**src/rtl/better_neighbor_select_if.sv**
```systemverilog
`default_nettype none
// ----------------------------------------------------------------------------
// Module      : better_neighbor_select_if
// Description : Shared node-memory port used by the better-neighbour selector.
//               master = selector side, slave = memory side.
// Revision    : 1.0 - initial release
// ----------------------------------------------------------------------------
interface better_neighbor_select_if #(
  parameter int WORD_WIDTH = 16
);
  logic [WORD_WIDTH-1:0] address;
  logic                  wr_en;
  logic [WORD_WIDTH-1:0] data_out;
  logic [WORD_WIDTH-1:0] data_in;

  modport master (output address, output wr_en, output data_out, input data_in);
  modport slave  (input address, input wr_en, input data_out, output data_in);
endinterface
`default_nettype wire

```
**src/rtl/better_neighbor_select.sv**
```systemverilog
`default_nettype none
// ----------------------------------------------------------------------------
// Module      : better_neighbor_select
// Description : Walks the neighbour tables in node memory, keeps alive
//               in-cluster neighbours, tracks the lowest HCM-weighted cost
//               hop and the first known-sink neighbour, and writes the
//               better-neighbour list and its count back to memory.
// Revision    : 1.0 - initial release
// ----------------------------------------------------------------------------
module better_neighbor_select #(
  parameter int WORD_WIDTH    = 16,
  parameter int MAX_NEIGHBORS = 64,
  parameter int MAX_BETTER    = 16,
  parameter int HCM_LENGTH    = 11,
  parameter int BAT_FRAC      = 15,
  parameter int HCM_FRAC      = 13,
  parameter int STRIDE        = 2,
  parameter logic [WORD_WIDTH-1:0] KSC_ADDR   = 16'h688,
  parameter logic [WORD_WIDTH-1:0] NC_ADDR    = 16'h68A,
  parameter logic [WORD_WIDTH-1:0] BCNT_ADDR  = 16'h68C,
  parameter logic [WORD_WIDTH-1:0] SINK_BASE  = 16'h008,
  parameter logic [WORD_WIDTH-1:0] NID_BASE   = 16'h048,
  parameter logic [WORD_WIDTH-1:0] CID_BASE   = 16'h0C8,
  parameter logic [WORD_WIDTH-1:0] BAT_BASE   = 16'h148,
  parameter logic [WORD_WIDTH-1:0] Q_BASE     = 16'h1C8,
  parameter logic [WORD_WIDTH-1:0] HCM_BASE   = 16'h648,
  parameter logic [WORD_WIDTH-1:0] BLIST_BASE = 16'h668
) (
  input  logic                  clock,
  input  logic                  nrst,
  input  logic                  start,
  input  logic                  abort,
  input  logic [WORD_WIDTH-1:0] MY_CLUSTER_ID,
  input  logic [WORD_WIDTH-1:0] mybest,
  input  logic [WORD_WIDTH-1:0] battery_threshold,
  input  logic                  strict_mode,
  better_neighbor_select_if.master mem,
  output logic [WORD_WIDTH-1:0] besthop,
  output logic [WORD_WIDTH-1:0] bestneighborID,
  output logic [WORD_WIDTH-1:0] nextsinks,
  output logic [WORD_WIDTH-1:0] better_count,
  output logic [WORD_WIDTH-1:0] bestvalue,
  output logic                  busy,
  output logic                  done
);

  localparam int PW = 2 * WORD_WIDTH;
  localparam logic [WORD_WIDTH-1:0] NONE      = WORD_WIDTH'(MAX_NEIGHBORS + 1);
  localparam logic [WORD_WIDTH-1:0] NB_MAX    = WORD_WIDTH'(MAX_NEIGHBORS);
  localparam logic [WORD_WIDTH-1:0] LIST_MAX  = WORD_WIDTH'(MAX_BETTER);
  localparam logic [WORD_WIDTH-1:0] STEP      = WORD_WIDTH'(STRIDE);
  localparam logic [WORD_WIDTH-1:0] ONE       = WORD_WIDTH'(1);
  localparam logic [WORD_WIDTH-1:0] HCM_TOP   = WORD_WIDTH'(HCM_LENGTH - 1);
  localparam logic [PW-1:0]         HCM_LEN_P = PW'(HCM_LENGTH);
  localparam logic [PW-1:0]         BAT_ROUND = PW'((1 << BAT_FRAC) - 1);

  typedef enum logic [3:0] {
    IDLE, RD_KSC, RD_NC, RD_CID, RD_BAT, RD_Q, WR_BETTER, HCM_IDX,
    RD_HCM, COST, RD_NID, RD_SINK, RD_BEST_ID, WR_COUNT, DONE
  } state_t;

  state_t                state;
  logic [WORD_WIDTH-1:0] mem_addr;
  logic [WORD_WIDTH-1:0] mem_wdata;
  logic                  mem_wr;
  logic [WORD_WIDTH-1:0] ksc;
  logic [WORD_WIDTH-1:0] nc;
  logic [WORD_WIDTH-1:0] idx;
  logic [WORD_WIDTH-1:0] j;
  logic [WORD_WIDTH-1:0] bat;
  logic [WORD_WIDTH-1:0] q;
  logic [WORD_WIDTH-1:0] hcm;
  logic [WORD_WIDTH-1:0] nid;

  logic [WORD_WIDTH-1:0] idx_next;
  logic [WORD_WIDTH-1:0] j_next;
  logic [WORD_WIDTH-1:0] nc_clamp;
  logic [WORD_WIDTH-1:0] k_sel;
  logic [WORD_WIDTH-1:0] cost;
  logic [PW-1:0]         k_prod;
  logic [PW-1:0]         k_ceil;
  logic [PW-1:0]         c_prod;
  logic [PW-1:0]         c_shift;
  logic                  better;
  state_t                adv_state;
  logic [WORD_WIDTH-1:0] adv_addr;
  logic                  adv_wr;

  function automatic logic [WORD_WIDTH-1:0] entry(input logic [WORD_WIDTH-1:0] base,
                                                  input logic [WORD_WIDTH-1:0] n);
    return base + n * STEP;
  endfunction

  // A write already on the bus is dropped the moment abort arrives
  assign mem.address  = mem_addr;
  assign mem.data_out = mem_wdata;
  assign mem.wr_en    = mem_wr & ~(abort & busy);

  // Datapath: HCM index, weighted cost, better test and where to go after neighbour idx
  always_comb begin
    idx_next = idx + ONE;
    j_next   = j + ONE;
    nc_clamp = (mem.data_in > NB_MAX) ? NB_MAX : mem.data_in;
    k_prod   = PW'(bat) * HCM_LEN_P;
    k_ceil   = (k_prod + BAT_ROUND) >> BAT_FRAC;
    k_sel    = (k_ceil >= PW'(HCM_LENGTH)) ? HCM_TOP : k_ceil[WORD_WIDTH-1:0];
    c_prod   = PW'(q) * PW'(hcm);
    c_shift  = c_prod >> HCM_FRAC;
    cost     = (|c_shift[PW-1:WORD_WIDTH]) ? {WORD_WIDTH{1'b1}} : c_shift[WORD_WIDTH-1:0];
    better   = strict_mode ? (mem.data_in < mybest) : (mem.data_in <= mybest);
    adv_state = RD_CID;
    adv_addr  = entry(CID_BASE, idx_next);
    adv_wr    = 1'b0;
    if (idx_next >= nc) begin
      if (besthop == NONE) begin
        // nobody qualified: there is no best ID to fetch
        adv_state = WR_COUNT;
        adv_addr  = BCNT_ADDR;
        adv_wr    = 1'b1;
      end else begin
        adv_state = RD_BEST_ID;
        adv_addr  = entry(NID_BASE, besthop);
      end
    end
  end

  // Control FSM; each read state consumes the address set by the previous state
  always_ff @(posedge clock) begin
    if (!nrst) begin
      state          <= IDLE;
      mem_addr       <= KSC_ADDR;
      mem_wdata      <= '0;
      mem_wr         <= 1'b0;
      busy           <= 1'b0;
      done           <= 1'b0;
      better_count   <= '0;
      besthop        <= NONE;
      nextsinks      <= NONE;
      bestneighborID <= NONE;
      bestvalue      <= '1;
      ksc            <= '0;
      nc             <= '0;
      idx            <= '0;
      j              <= '0;
      bat            <= '0;
      q              <= '0;
      hcm            <= '0;
      nid            <= '0;
    end else if (abort && busy) begin
      state  <= IDLE;
      busy   <= 1'b0;
      done   <= 1'b0;
      mem_wr <= 1'b0;
    end else begin
      case (state)
        IDLE: begin
          done <= 1'b0;
          if (start) begin
            better_count   <= '0;
            besthop        <= NONE;
            nextsinks      <= NONE;
            bestneighborID <= NONE;
            bestvalue      <= '1;
            busy           <= 1'b1;
            mem_addr       <= KSC_ADDR;
            state          <= RD_KSC;
          end
        end
        RD_KSC: begin
          ksc      <= mem.data_in;
          mem_addr <= NC_ADDR;
          state    <= RD_NC;
        end
        RD_NC: begin
          nc  <= nc_clamp;
          idx <= '0;
          if (nc_clamp == '0) begin
            mem_addr  <= BCNT_ADDR;
            mem_wdata <= better_count;
            mem_wr    <= 1'b1;
            state     <= WR_COUNT;
          end else begin
            mem_addr <= CID_BASE;
            state    <= RD_CID;
          end
        end
        RD_CID: begin
          if (mem.data_in != MY_CLUSTER_ID) begin
            idx       <= idx_next;
            mem_addr  <= adv_addr;
            mem_wdata <= better_count;
            mem_wr    <= adv_wr;
            state     <= adv_state;
          end else begin
            mem_addr <= entry(BAT_BASE, idx);
            state    <= RD_BAT;
          end
        end
        RD_BAT: begin
          bat <= mem.data_in;
          if (mem.data_in < battery_threshold) begin
            idx       <= idx_next;
            mem_addr  <= adv_addr;
            mem_wdata <= better_count;
            mem_wr    <= adv_wr;
            state     <= adv_state;
          end else begin
            mem_addr <= entry(Q_BASE, idx);
            state    <= RD_Q;
          end
        end
        RD_Q: begin
          q     <= mem.data_in;
          state <= HCM_IDX;
          if (better) begin
            better_count <= better_count + ONE;
            // past list capacity the count keeps going but nothing is stored
            if (better_count < LIST_MAX) begin
              mem_addr  <= entry(BLIST_BASE, better_count);
              mem_wdata <= idx;
              mem_wr    <= 1'b1;
              state     <= WR_BETTER;
            end
          end
        end
        WR_BETTER: begin
          mem_wr <= 1'b0;
          state  <= HCM_IDX;
        end
        HCM_IDX: begin
          mem_addr <= entry(HCM_BASE, k_sel);
          state    <= RD_HCM;
        end
        RD_HCM: begin
          hcm   <= mem.data_in;
          state <= COST;
        end
        COST: begin
          // strict less-than keeps the lower index on ties
          if (cost < bestvalue) begin
            bestvalue <= cost;
            besthop   <= idx;
          end
          mem_addr <= entry(NID_BASE, idx);
          state    <= RD_NID;
        end
        RD_NID: begin
          nid <= mem.data_in;
          if (ksc == '0) begin
            idx       <= idx_next;
            mem_addr  <= adv_addr;
            mem_wdata <= better_count;
            mem_wr    <= adv_wr;
            state     <= adv_state;
          end else begin
            j        <= '0;
            mem_addr <= SINK_BASE;
            state    <= RD_SINK;
          end
        end
        RD_SINK: begin
          if (mem.data_in == nid || j_next >= ksc) begin
            if (mem.data_in == nid && nextsinks == NONE) begin
              nextsinks <= idx;
            end
            idx       <= idx_next;
            mem_addr  <= adv_addr;
            mem_wdata <= better_count;
            mem_wr    <= adv_wr;
            state     <= adv_state;
          end else begin
            j        <= j_next;
            mem_addr <= entry(SINK_BASE, j_next);
          end
        end
        RD_BEST_ID: begin
          bestneighborID <= mem.data_in;
          mem_addr       <= BCNT_ADDR;
          mem_wdata      <= better_count;
          mem_wr         <= 1'b1;
          state          <= WR_COUNT;
        end
        WR_COUNT: begin
          mem_wr <= 1'b0;
          busy   <= 1'b0;
          done   <= 1'b1;
          state  <= DONE;
        end
        DONE: begin
          done  <= 1'b0;
          state <= IDLE;
        end
        default: begin
          state  <= IDLE;
          busy   <= 1'b0;
          done   <= 1'b0;
          mem_wr <= 1'b0;
        end
      endcase
    end
  end

endmodule
`default_nettype wire

```
**src/flat_wrapper.sv**
```systemverilog
// flat-port wrapper written by rule: the top's interface ports become plain ports
module better_neighbor_select_flat 
#(
  parameter int WORD_WIDTH    = 16,
  parameter int MAX_NEIGHBORS = 64,
  parameter int MAX_BETTER    = 16,
  parameter int HCM_LENGTH    = 11,
  parameter int BAT_FRAC      = 15,
  parameter int HCM_FRAC      = 13,
  parameter int STRIDE        = 2,
  parameter logic [WORD_WIDTH-1:0] KSC_ADDR   = 16'h688,
  parameter logic [WORD_WIDTH-1:0] NC_ADDR    = 16'h68A,
  parameter logic [WORD_WIDTH-1:0] BCNT_ADDR  = 16'h68C,
  parameter logic [WORD_WIDTH-1:0] SINK_BASE  = 16'h008,
  parameter logic [WORD_WIDTH-1:0] NID_BASE   = 16'h048,
  parameter logic [WORD_WIDTH-1:0] CID_BASE   = 16'h0C8,
  parameter logic [WORD_WIDTH-1:0] BAT_BASE   = 16'h148,
  parameter logic [WORD_WIDTH-1:0] Q_BASE     = 16'h1C8,
  parameter logic [WORD_WIDTH-1:0] HCM_BASE   = 16'h648,
  parameter logic [WORD_WIDTH-1:0] BLIST_BASE = 16'h668
)
  (clock, nrst, start, abort, MY_CLUSTER_ID, mybest, battery_threshold, strict_mode, besthop, bestneighborID, nextsinks, better_count, bestvalue, busy, done, mem_address, mem_wr_en, mem_data_out, mem_data_in);
  better_neighbor_select_if #(.WORD_WIDTH(WORD_WIDTH)) mem_i ();
  input  logic clock;
  input  logic nrst;
  input  logic start;
  input  logic abort;
  input  logic [WORD_WIDTH-1:0] MY_CLUSTER_ID;
  input  logic [WORD_WIDTH-1:0] mybest;
  input  logic [WORD_WIDTH-1:0] battery_threshold;
  input  logic strict_mode;
  output logic [WORD_WIDTH-1:0] besthop;
  output logic [WORD_WIDTH-1:0] bestneighborID;
  output logic [WORD_WIDTH-1:0] nextsinks;
  output logic [WORD_WIDTH-1:0] better_count;
  output logic [WORD_WIDTH-1:0] bestvalue;
  output logic busy;
  output logic done;
  output wire logic [$bits(mem_i.address)-1:0] mem_address;
  output wire logic [$bits(mem_i.wr_en)-1:0] mem_wr_en;
  output wire logic [$bits(mem_i.data_out)-1:0] mem_data_out;
  input wire logic [$bits(mem_i.data_in)-1:0] mem_data_in;
  assign mem_address = mem_i.address;
  assign mem_wr_en = mem_i.wr_en;
  assign mem_data_out = mem_i.data_out;
  assign mem_i.data_in = mem_data_in;
  better_neighbor_select #(.WORD_WIDTH(WORD_WIDTH), .MAX_NEIGHBORS(MAX_NEIGHBORS), .MAX_BETTER(MAX_BETTER), .HCM_LENGTH(HCM_LENGTH), .BAT_FRAC(BAT_FRAC), .HCM_FRAC(HCM_FRAC), .STRIDE(STRIDE), .KSC_ADDR(KSC_ADDR), .NC_ADDR(NC_ADDR), .BCNT_ADDR(BCNT_ADDR), .SINK_BASE(SINK_BASE), .NID_BASE(NID_BASE), .CID_BASE(CID_BASE), .BAT_BASE(BAT_BASE), .Q_BASE(Q_BASE), .HCM_BASE(HCM_BASE), .BLIST_BASE(BLIST_BASE)) u_core (.clock(clock), .nrst(nrst), .start(start), .abort(abort), .MY_CLUSTER_ID(MY_CLUSTER_ID), .mybest(mybest), .battery_threshold(battery_threshold), .strict_mode(strict_mode), .mem(mem_i), .besthop(besthop), .bestneighborID(bestneighborID), .nextsinks(nextsinks), .better_count(better_count), .bestvalue(bestvalue), .busy(busy), .done(done));
endmodule
```
**config.mk**
```make
export PLATFORM = sky130hd
export DESIGN_NAME = better_neighbor_select_flat
export DESIGN_NICKNAME = d
export VERILOG_FILES = /design/src/rtl/better_neighbor_select_if.sv /design/src/rtl/better_neighbor_select.sv /design/src/flat_wrapper.sv
export SDC_FILE = /design/constraint.sdc
export NUM_CORES = 1
export LEC_CHECK = 0
export CAP_MARGIN = 0
export CORE_UTILIZATION = 50
export CTS_BUF_LIST = sky130_fd_sc_hd__clkbuf_16
export DETAILED_ROUTE_END_ITERATION = 10
export PLACE_DENSITY = 0.73
export SLEW_MARGIN = 20
export SYNTH_ARGS = -nofsm -noshare
export SYNTH_HDL_FRONTEND = slang
export SYNTH_SLANG_ARGS = --single-unit
```
**constraint.sdc**
```tcl
create_clock -name clock -period 8.7 [get_ports clock]
set_clock_uncertainty 0.2 [all_clocks]
set_input_delay 1.74 -clock clock [delete_from_list [all_inputs] [get_ports clock]]
set_output_delay 1.74 -clock clock [all_outputs]
set_load 0.02 [all_outputs]
```
After elaboration in Yosys (flattened, before gate mapping)
Cells that the tools add are included.
{"block": "totals", "output_inout_bits": 115, "input_bits": 69, "reg_bits": 247}
{"block": "classes", "n_eq_ne": 30, "addsub": 12, "magnitude_cmp": 9, "n_reduce_logical": 36, "mul": 2, "mux": 68, "bitwise_logic": 7}
{"cell": "16-bit two-way mux", "n": 32}
{"cell": "16-bit one-hot mux with 2 select lines", "n": 6}
{"cell": "16-bit one-hot mux with 11 select lines", "n": 1}
{"cell": "16-bit one-hot mux with 7 select lines", "n": 1}
{"cell": "16-bit one-hot mux with 5 select lines", "n": 1}
{"cell": "4-bit one-hot mux with 14 select lines", "n": 1}
{"cell": "16-bit by 1-bit adder with 16-bit output, second input constant", "n": 3}
{"cell": "16-bit < comparator", "n": 3}
{"cell": "11-bit by 16-bit adder with 16-bit output, first input constant", "n": 2}
{"cell": "7-bit by 16-bit adder with 16-bit output, first input constant", "n": 2}
{"cell": "9-bit by 16-bit adder with 16-bit output, first input constant", "n": 2}
{"cell": "16-bit by 7-bit equality test with 1-bit output, second input constant", "n": 2}
{"cell": "16-bit >= comparator", "n": 2}
{"cell": "16-bit logical NOT", "n": 2}
{"cell": "16-bit by 16-bit multiplier with 32-bit output", "n": 1}
{"cell": "4-bit two-way mux", "n": 8}
{"cell": "4-bit equality test, second input constant", "n": 7}
{"cell": "20-bit by 15-bit adder with 21-bit output, second input constant", "n": 1}
{"cell": "16-bit by 4-bit multiplier with 20-bit output, second input constant", "n": 1}
{"cell": "2-bit by 1-bit inequality test with 1-bit output, second input constant", "n": 9}
{"cell": "17-bit by 4-bit >= comparator with 1-bit output, second input constant", "n": 1}
{"cell": "4-bit by 16-bit adder with 16-bit output, first input constant", "n": 1}
{"cell": "8-bit by 16-bit adder with 16-bit output, first input constant", "n": 1}
{"cell": "16-bit equality test", "n": 1}
{"cell": "34 further kinds", "n": 73}

Longest topological paths before layout
Gate-level depths: netlist of the first run.
{"block": "depth", "ltp_word": 6, "depth_mapped": 37}

Worst setup path after synthesis of the first run
OpenSTA, ideal clock, no wires.
{"block": "synth_timing", "path_type": "flip-flop to flip-flop", "startpoint": "register u_core.hcm[3]", "endpoint": "register u_core.bestvalue[1]", "slack_ps": 59, "setup_time_ps": 117, "path_stages_with_launch": 34, "arrival_ps": 8324, "n_path_buf": 4, "path_cell_list": "dfxtp_1 clkbuf_1 nand2_1 fa_1 fa_1 fa_1 inv_1 fa_1 fa_1 inv_1 fa_1 inv_1 ha_1 a21oi_1 o21ai_0 a2111o_1 a2111o_1 a21o_1 a2111oi_4 and2_1 buf_4 buf_2 nand2_1 ha_1 o21ai_0 o21a_1 o211ai_1 nor3_1 o21ai_0 a31oi_1 a31oi_4 or2_1 buf_6 a2bb2oi_1"}
{"block": "synth_via", "elab_chain_len": 6, "elab_cells_between_ends": 8}
{"item": "from (decl)", "line_no": "better_neighbor_select.sv:72", "rtl": "logic [WORD_WIDTH-1:0] hcm;"}
{"item": "from (signal assigned)", "line_no": "better_neighbor_select.sv:235", "rtl": "hcm <= mem.data_in;"}
{"item": "16-bit by 16-bit multiplier with 32-bit output (*)", "line_no": "better_neighbor_select.sv:107", "rtl": "c_prod = PW'(q) * PW'(hcm);"}
{"item": "3-bit OR reduction", "line_no": "better_neighbor_select.sv:109", "rtl": "cost = (|c_shift[PW-1:WORD_WIDTH]) ? {WORD_WIDTH{1'b1}} : c_shift[WORD_WIDTH-1:0];"}
{"item": "16-bit two-way mux (*)", "line_no": "better_neighbor_select.sv:109"}
{"item": "16-bit < comparator", "line_no": "better_neighbor_select.sv:240", "rtl": "if (cost < bestvalue) begin"}
{"item": "2-bit by 1-bit inequality test with 1-bit output (no source line)"}
{"item": "4-bit AND reduction (no source line)"}
{"item": "to (signal assigned)", "line_no": "better_neighbor_select.sv:241", "rtl": "bestvalue <= cost;"}
{"item": "to (decl)", "line_no": "better_neighbor_select.sv:42", "rtl": "output logic [WORD_WIDTH-1:0] bestvalue,"}
Mark *: on every way between the ends. The rest lies on a longest branch, timed or not. The select of a mux whose other input is x is not followed.
A chain may end at the register's enable or synchronous reset.

Worst setup path in the final report of the first run
{"block": "layout_timing", "startpoint": "register u_core.hcm[6]", "endpoint": "register u_core.besthop[9]"}
{"block": "layout_via", "elab_chain_len": 6}
{"item": "16-bit by 16-bit multiplier with 32-bit output (*)", "line_no": "better_neighbor_select.sv:107"}
{"item": "3-bit OR reduction", "line_no": "better_neighbor_select.sv:109"}
{"item": "16-bit two-way mux (*)", "line_no": "better_neighbor_select.sv:109"}
{"item": "16-bit < comparator (*)", "line_no": "better_neighbor_select.sv:240"}
{"item": "2-bit by 1-bit inequality test with 1-bit output (no source line) (*)"}
{"item": "4-bit AND reduction (no source line) (*)"}
{"item": "to (signal assigned)", "line_no": "better_neighbor_select.sv:242", "rtl": "besthop <= idx;"}
{"item": "to (decl)", "line_no": "better_neighbor_select.sv:38", "rtl": "output logic [WORD_WIDTH-1:0] besthop,"}
Mark *: on every way between the ends. The rest lies on a longest branch, timed or not.

==> impl_metrics.csv, run 1 <==
group,metric,value,unit
setup_path,worstPathRequired,8.98,ns
sta,finalCritPeriodShare,99.7,%
synth,synth.cell_area,24300,µm²
sta,fmax,115,MHz
setup_path,cp_num_cells,35,
synth,yosysUniqueCellTypes,85,
route,drtIter0Drc,1786,
setup_path,arrival,8.96,ns
route,ant_nets,0,
floorplan,die_h,223,µm
power,p_leak,12.6,nW
route,drc_errors,0,
route,drt-total-wl,78.6,mm
setup_path,rr_worst_depth,35,
clock_tree,clkTransAtPathRegs,0.06,ns
global_route,grt_max_degree,111,
floorplan,num_rows,80,
global_route,antenna_found_initial,0,
synth,synth_seq_cells,246,
clock_tree,cts_max_path_buffers,3,
placement,port-buffer-count,182,
setup_path,worstReg2RegStart,"u_core.hcm[6]",
sta,holdWs,0.267,ns
cells_and_area,final_nets,3737,
synth,synth_edf_count,0,
cells_and_area,seq_area,4960,µm²
run_status,status,"finished clean",
synth,ys.flop_type,"dfxtp_1",
placement,post-place-ws,-0.365,ns
synth,syn_avg_cell_area,7.96,µm²
synth,yosysSeqAreaShare,20.2,%
cells_and_area,n_antenna_cell,0,
clock_tree,cts_buffers,27,
clock_tree,holdBufCountCts,0,
cells_and_area,layout_commonest_cell,"nand2_1",
cells_and_area,layout-drive-gt1-share,9.10,%
power,powerDensity,102,nW/µm²
global_route,grt_pass1_vias,22800,
clock_tree,root_buffer,"clkbuf_16",
setup_path,cp-start-kind,"flop",
cells_and_area,multi_input_area,17600,µm²
route,vias_per_cell,5.78,
synth,synthArstFlopShare,0,%
synth,synth_fp_nets,3559,
run,drv_cap,0,
setup_path,startpoint,"u_core.hcm[6]",
route,drt_first_pass_iters,5,
clock_tree,cts_sinks,246,
power,ir_worst_vdd,0.000152,V
cells_and_area,finalInstanceArea,28800,µm²
sta,worstMarginPinSlew,1.09,ns
floorplan,io_pins,184,
setup_path,cp_slowest_cell,"a2111o_1",
synth,yosysWarnings,0,
placement,placed_area,27200,µm²
placement,place_congestion,1.07,
setup_path,slowest_delay,0.55,ns
global_route,overflow,0,
global_route,grt_first_pass_wirelength,125,mm
floorplan,initial_utilization,50.8,%
setup_path,worstPathMaxFanout,8,
cells_and_area,layout_common_cells,"486 x nand2_1, 387 x inv_1, 236 x a21oi_1",
route,vias,22400,
placement,hpwlAfterDp,59.7,mm
sta,final_hold_viol_count,0,
setup_path,crit_top_cell,"fa_1",
sta,setup_viol,0,
clock_tree,clkLatencyLatePin,0.59,ns
sta,slew_headroom,26.0,%
synth,netlist_instances,3055,
floorplan,die-area,49500,µm²
floorplan,core-area,47800,µm²
cells_and_area,syn_to_final_growth,18.2,%
floorplan,die_w,223,µm
clock_tree,cts_tree,"yes",
setup_path,critical-path-top-delay-family,"adder cells",
worst_hold_path,hp-start,"u_core.mem.address[14]",
setup_path,worstSetupEndpointType,"flop",
worst_hold_path,hold_path_class,"reg2reg",
cells_and_area,fillCellCount,4287,
setup_path,cp_num_buf_inv,9,
clock_tree,htreeDepth,1,
global_route,grt_use_total,31.6,%
sta,slew_violations,0,
sta,period_needed,8.67,ns
sta,setup_ws,0.0262,ns
setup_path,crit_type,"reg2reg",
route,wl_per_cell,20.3,µm
sta,rsz0062_at_grt,"yes",
worst_hold_path,worstHoldPathCells,2,
-- cell families after synthesis --
kind of cell | count (synthesis) | share of synthesized area, %
XOR/XNOR | 141 | 5.08
AO/OA/AOI/OAI | 564 | 14.9
flip-flops | 246 | 20.2
multiplexers | 9 | 0.381
other | 1 | 0.0154
AND/OR/NAND/NOR | 1094 | 21.3
adder cells (fa/ha/maj) | 437 | 29.2
buffers and inverters | 563 | 8.86
-- area by class of cell --
| cell class | count | share of cell area (%) |
|---|---|---|
| well taps | 615 | 2.68 |
| multi-input cells | 2247 | 61.3 |
| inverters | 391 | 5.11 |
| flip-flops and latches | 246 | 17.3 |
| clock inverters | 23 | 0.792 |
| clock buffers | 27 | 2.35 |
| repair buffers | 320 | 10.5 |
-- cells in the mapped netlist (5+ instances only) --
cell,number,share of area (%)
fa_1,218,18
o31ai_1,7,0.22
nand3_1,72,1.5
nand3b_1,9,0.28
inv_1,390,6.0
nand2b_1,31,0.80
o211ai_1,23,0.71
o21a_1,11,0.34
xnor2_1,68,2.4
nor3b_1,5,0.15
nand2_1,494,7.6
nor3_1,42,0.86
or2_0,10,0.26
and3_1,27,0.69
a211oi_1,16,0.49
xor2_1,73,2.6
a2bb2oi_2,6,0.37
ha_1,217,11
nor2_1,138,2.1
or4_1,8,0.25
or2_2,14,0.36
o21ai_0,73,1.5
a21o_1,37,1.1
a31oi_1,10,0.26
clkbuf_1,157,2.4
a21oi_1,243,5.0
nor2b_1,16,0.41
buf_1,6,0.093
a221oi_1,7,0.25
o22ai_1,15,0.39
or3_1,13,0.33
a32oi_1,5,0.18
and2_1,128,3.3
o221ai_1,8,0.29
mux2i_1,7,0.29
a22oi_1,25,0.77
nor4_1,35,0.90
dfxtp_1,246,20
o2111ai_1,5,0.18
a311oi_1,20,0.72
nand4_1,36,0.93
-- registers in the layout (all words and copies together), names as in the netlist --
register	count
u_core.bat	16
u_core.besthop	16
u_core.bestneighborID	16
u_core.bestvalue	16
u_core.better_count	16
u_core.hcm	16
u_core.idx	16
u_core.j	16
u_core.ksc	16
u_core.mem.data_out	16
u_core.nc	16
u_core.nextsinks	16
u_core.nid	16
u_core.q	16
u_core.mem.address	15
u_core.state	4
u_core.busy	1
u_core.done	1
u_core.mem_wr	1
-- per-layer routing --
layer | track usage, % | vias to the layer above | part of all wire, %
met5 | 0 | - | 0
met4 | 12.8 | 0 | 4.4
met3 | 3.04 | 177 | 5.8
met2 | 55.5 | 807 | 49
met1 | 39.8 | 10900 | 41
li1 | - | 10400 | -
-- tightest hold or removal path, delay by kind of cell (launching register included) --
kind	cells	cell delay (ns)
flops	1	0.34
simple gates	1	0.05
compound gates	1	0.05
-- worst paths after layout --
| check | endpoint | slack [ns] |
|---|---|---|
| setup / recovery | u_core.besthop[9] | 0.03 |
| hold / removal | u_core.mem.address[14] | 0.27 |
| setup reg to reg | u_core.besthop[9] | 0.03 |
| hold reg to reg | u_core.mem.address[14] | 0.27 |
-- power by group --
part	internal [mW]	switching, mW
Combinational	0.207	0.329
Sequential	1.15	0.0244
Clock	0.687	0.520
Total	2.05	0.873
-- stage by stage --
step | cells | setup TNS, ns | utilization [%] | power, mW
after floorplan | 3055 | 0 | - | 1.50
after global placement | 3802 | -2.80 | 56.8 | 1.68
after detailed placement | 3802 | -8.42 | 56.8 | 1.69
after CTS | 3859 | -0.0997 | 59.3 | 2.90
after global routing | 3869 | -5.31 | 60.1 | 3.01
final | 3869 | 0 | 60.1 | 2.92
-- repair_timing --
item / 4_1_cts / 5_1_grt
setup buffers: 4 / 8
pin swaps: 20 / 71
gates resized for setup: 42 / 82
gates cloned: 3 / 1
setup endpoints to repair: 32 / 32
Note: power is estimated with default switching activity, not from simulation.
==> run 2: changes to the inputs <==
--- a/config.mk
+++ b/config.mk
@@ -9,6 +9,7 @@
 export CORE_UTILIZATION = 50
 export CTS_BUF_LIST = sky130_fd_sc_hd__clkbuf_16
 export DETAILED_ROUTE_END_ITERATION = 10
+export GPL_TIMING_DRIVEN = 0
 export PLACE_DENSITY = 0.73
 export SLEW_MARGIN = 20
 export SYNTH_ARGS = -nofsm -noshare
==> run 2 against run 1 <==
Compared with the run above: flip-flop and latch count did not move; combinational power rose by 0.9%; sequential share of layout area hardly changed; via count rose by 4.2%; critical endpoint is now u_core.besthop[2]; register-to-register slack worse by 0.23 ns; the run now ends with negative setup slack left; critical path type unchanged; power up 5.2%; cell count rose by 1.8%; die area unchanged; setup slack worse by 0.23 ns.
==> impl_metrics.csv, run 2 (synthesis results as in run 1) <==
group,metric,value,unit
run,drv_cap,0,
cells_and_area,final_nets,3806,
setup_path,crit_type,"reg2reg",
global_route,grt_pass1_vias,23500,
cells_and_area,layout_common_cells,"489 x nand2_1, 386 x inv_1, 236 x a21oi_1",
floorplan,die_h,223,µm
global_route,grt_max_degree,16,
setup_path,slowest_delay,0.58,ns
setup_path,worstSetupEndpointType,"flop",
route,wl_per_cell,21.7,µm
cells_and_area,layout_commonest_cell,"nand2_1",
placement,hpwlAfterDp,66.0,mm
global_route,grt_first_pass_wirelength,132,mm
setup_path,worstPathMaxFanout,8,
clock_tree,cts_tree,"yes",
route,ant_nets,0,
clock_tree,clkTransAtPathRegs,0.06,ns
worst_hold_path,hold_path_class,"reg2reg",
power,p_total,3.07,mW
worst_hold_path,hold_end,"u_core.mem.address[6]",
clock_tree,root_buffer,"clkbuf_16",
route,vias,23300,
power,ir_worst_vdd,0.000164,V
route,drc_errors,0,
route,drt-total-wl,85.3,mm
sta,finalCritPeriodShare,102,%
setup_path,arrival,9.21,ns
sta,final_hold_viol_count,0,
clock_tree,cts_buffers,28,
floorplan,initial_utilization,50.8,%
sta,period_needed,8.91,ns
global_route,antenna_found_initial,0,
setup_path,r2r_end,"u_core.besthop[2]",
placement,post-place-ws,-1.63,ns
clock_tree,holdBufCountCts,0,
placement,port-buffer-count,182,
worst_hold_path,worstHoldPathCells,2,
cells_and_area,syn_to_final_growth,19.0,%
setup_path,rr_worst_depth,34,
floorplan,io_pins,184,
global_route,overflow,0,
floorplan,core-area,47800,µm²
placement,dpl.cell_count,3853,
run_status,status,"finished with violations",
sta,setup_ws,-0.206,ns
setup_path,worstReg2RegStart,"u_core.hcm[6]",
sta,slew_violations,0,
setup_path,cp_slowest_cell,"a2111o_1",
setup_path,startpoint,"u_core.hcm[6]",
worst_hold_path,hp-start,"u_core.mem.address[6]",
power,p_leak,12.5,nW
sta,setup_viol,32,
power,powerDensity,106,nW/µm²
floorplan,die-area,49500,µm²
placement,place_congestion,1.02,
sta,slew_headroom,31.2,%
route,drt_first_pass_iters,6,
cells_and_area,n_antenna_cell,0,
cells_and_area,stdcell_count,3938,
cells_and_area,fin_util,60.5,%
floorplan,die_w,223,µm
sta,fmax,112,MHz
placement,placed_area,26900,µm²
sta,rsz0062_at_grt,"yes",
clock_tree,cts_max_path_buffers,3,
setup_path,r2r_slack,-0.21,ns
setup_path,cp-start-kind,"flop",
cells_and_area,fillCellCount,4256,
cells_and_area,layout-drive-gt1-share,7.49,%
floorplan,num_rows,80,
route,drtIter0Drc,2016,
route,vias_per_cell,5.92,
global_route,grt_use_total,34.1,%
clock_tree,clkLatencyLatePin,0.60,ns
sta,setup_tns,-3.74,ns
run_status,violations,"negative setup slack",
clock_tree,cts_sinks,246,
sta,worstMarginPinSlew,1.02,ns
sta,holdWs,0.272,ns
cells_and_area,finalInstanceArea,29000,µm²
clock_tree,htreeDepth,1,
setup_path,worstPathRequired,9.00,ns
run 2: changes by cell type in the layout (fill, tap and decap cells not counted), sizes merged:
cell / delta
clkbuf: +149
buf: -79
bufinv: +4
clkinv: -4
and2: -1
run 2: metal layers:
metal	GRT usage [%]	up-vias	wire, µm
met5	0	-	0
met4	18.1	0	5030
met3	3.80	235	5830
met2	57.4	1013	40300
met1	42.9	11400	34100
li1	-	10600	-
run 2: worst max-delay path: cells and delay by family (launching register included):
family / cells / cell delay [ns]
DFF: 1 / 0.36
AOI/OAI and AO/OA: 8 / 2.23
adders and majority gates: 8 / 3.59
buffers and inverters: 9 / 0.87
muxes: 1 / 0.29
and+or+nand+nor: 8 / 1.22
run 2: final cells by class:
type	instances	area, µm²	share of cell area (%)
plain buffers	167	931	3.22
well taps	615	769	2.66
repair buffers	222	2140	7.39
clock buffers	28	701	2.42
clock inverters	23	338	1.17
multi-input cells	2246	17600	60.8
inverters	391	1470	5.07
flip-flops and latches	246	4990	17.2
run 2: worst max-delay path by stage:
stage               slack, ns                    to  cells after the start
finish                  -0.21     u_core.besthop[2]                     34
global route            -0.42    u_core.besthop[10]                     34
CTS                   0.00004    u_core.besthop[10]                     38
detailed placement      -1.63    u_core.besthop[11]                     33
global placement        -1.51  u_core.bestvalue[13]                     33
floorplan                0.06   u_core.bestvalue[1]                     33
run 2: timing repair:
action	in CTS	in global routing
endpoints found under the hold margin	0	0
gates resized for setup	164	44
buffers inserted	30	9
pin swaps	46	24
endpoints found under the setup margin	32	32
run 2: report_power, final:
part | internal, mW | switching [mW]
sequential | 1.15 | 0.0304
clock | 0.824 | 0.524
combinational | 0.193 | 0.348
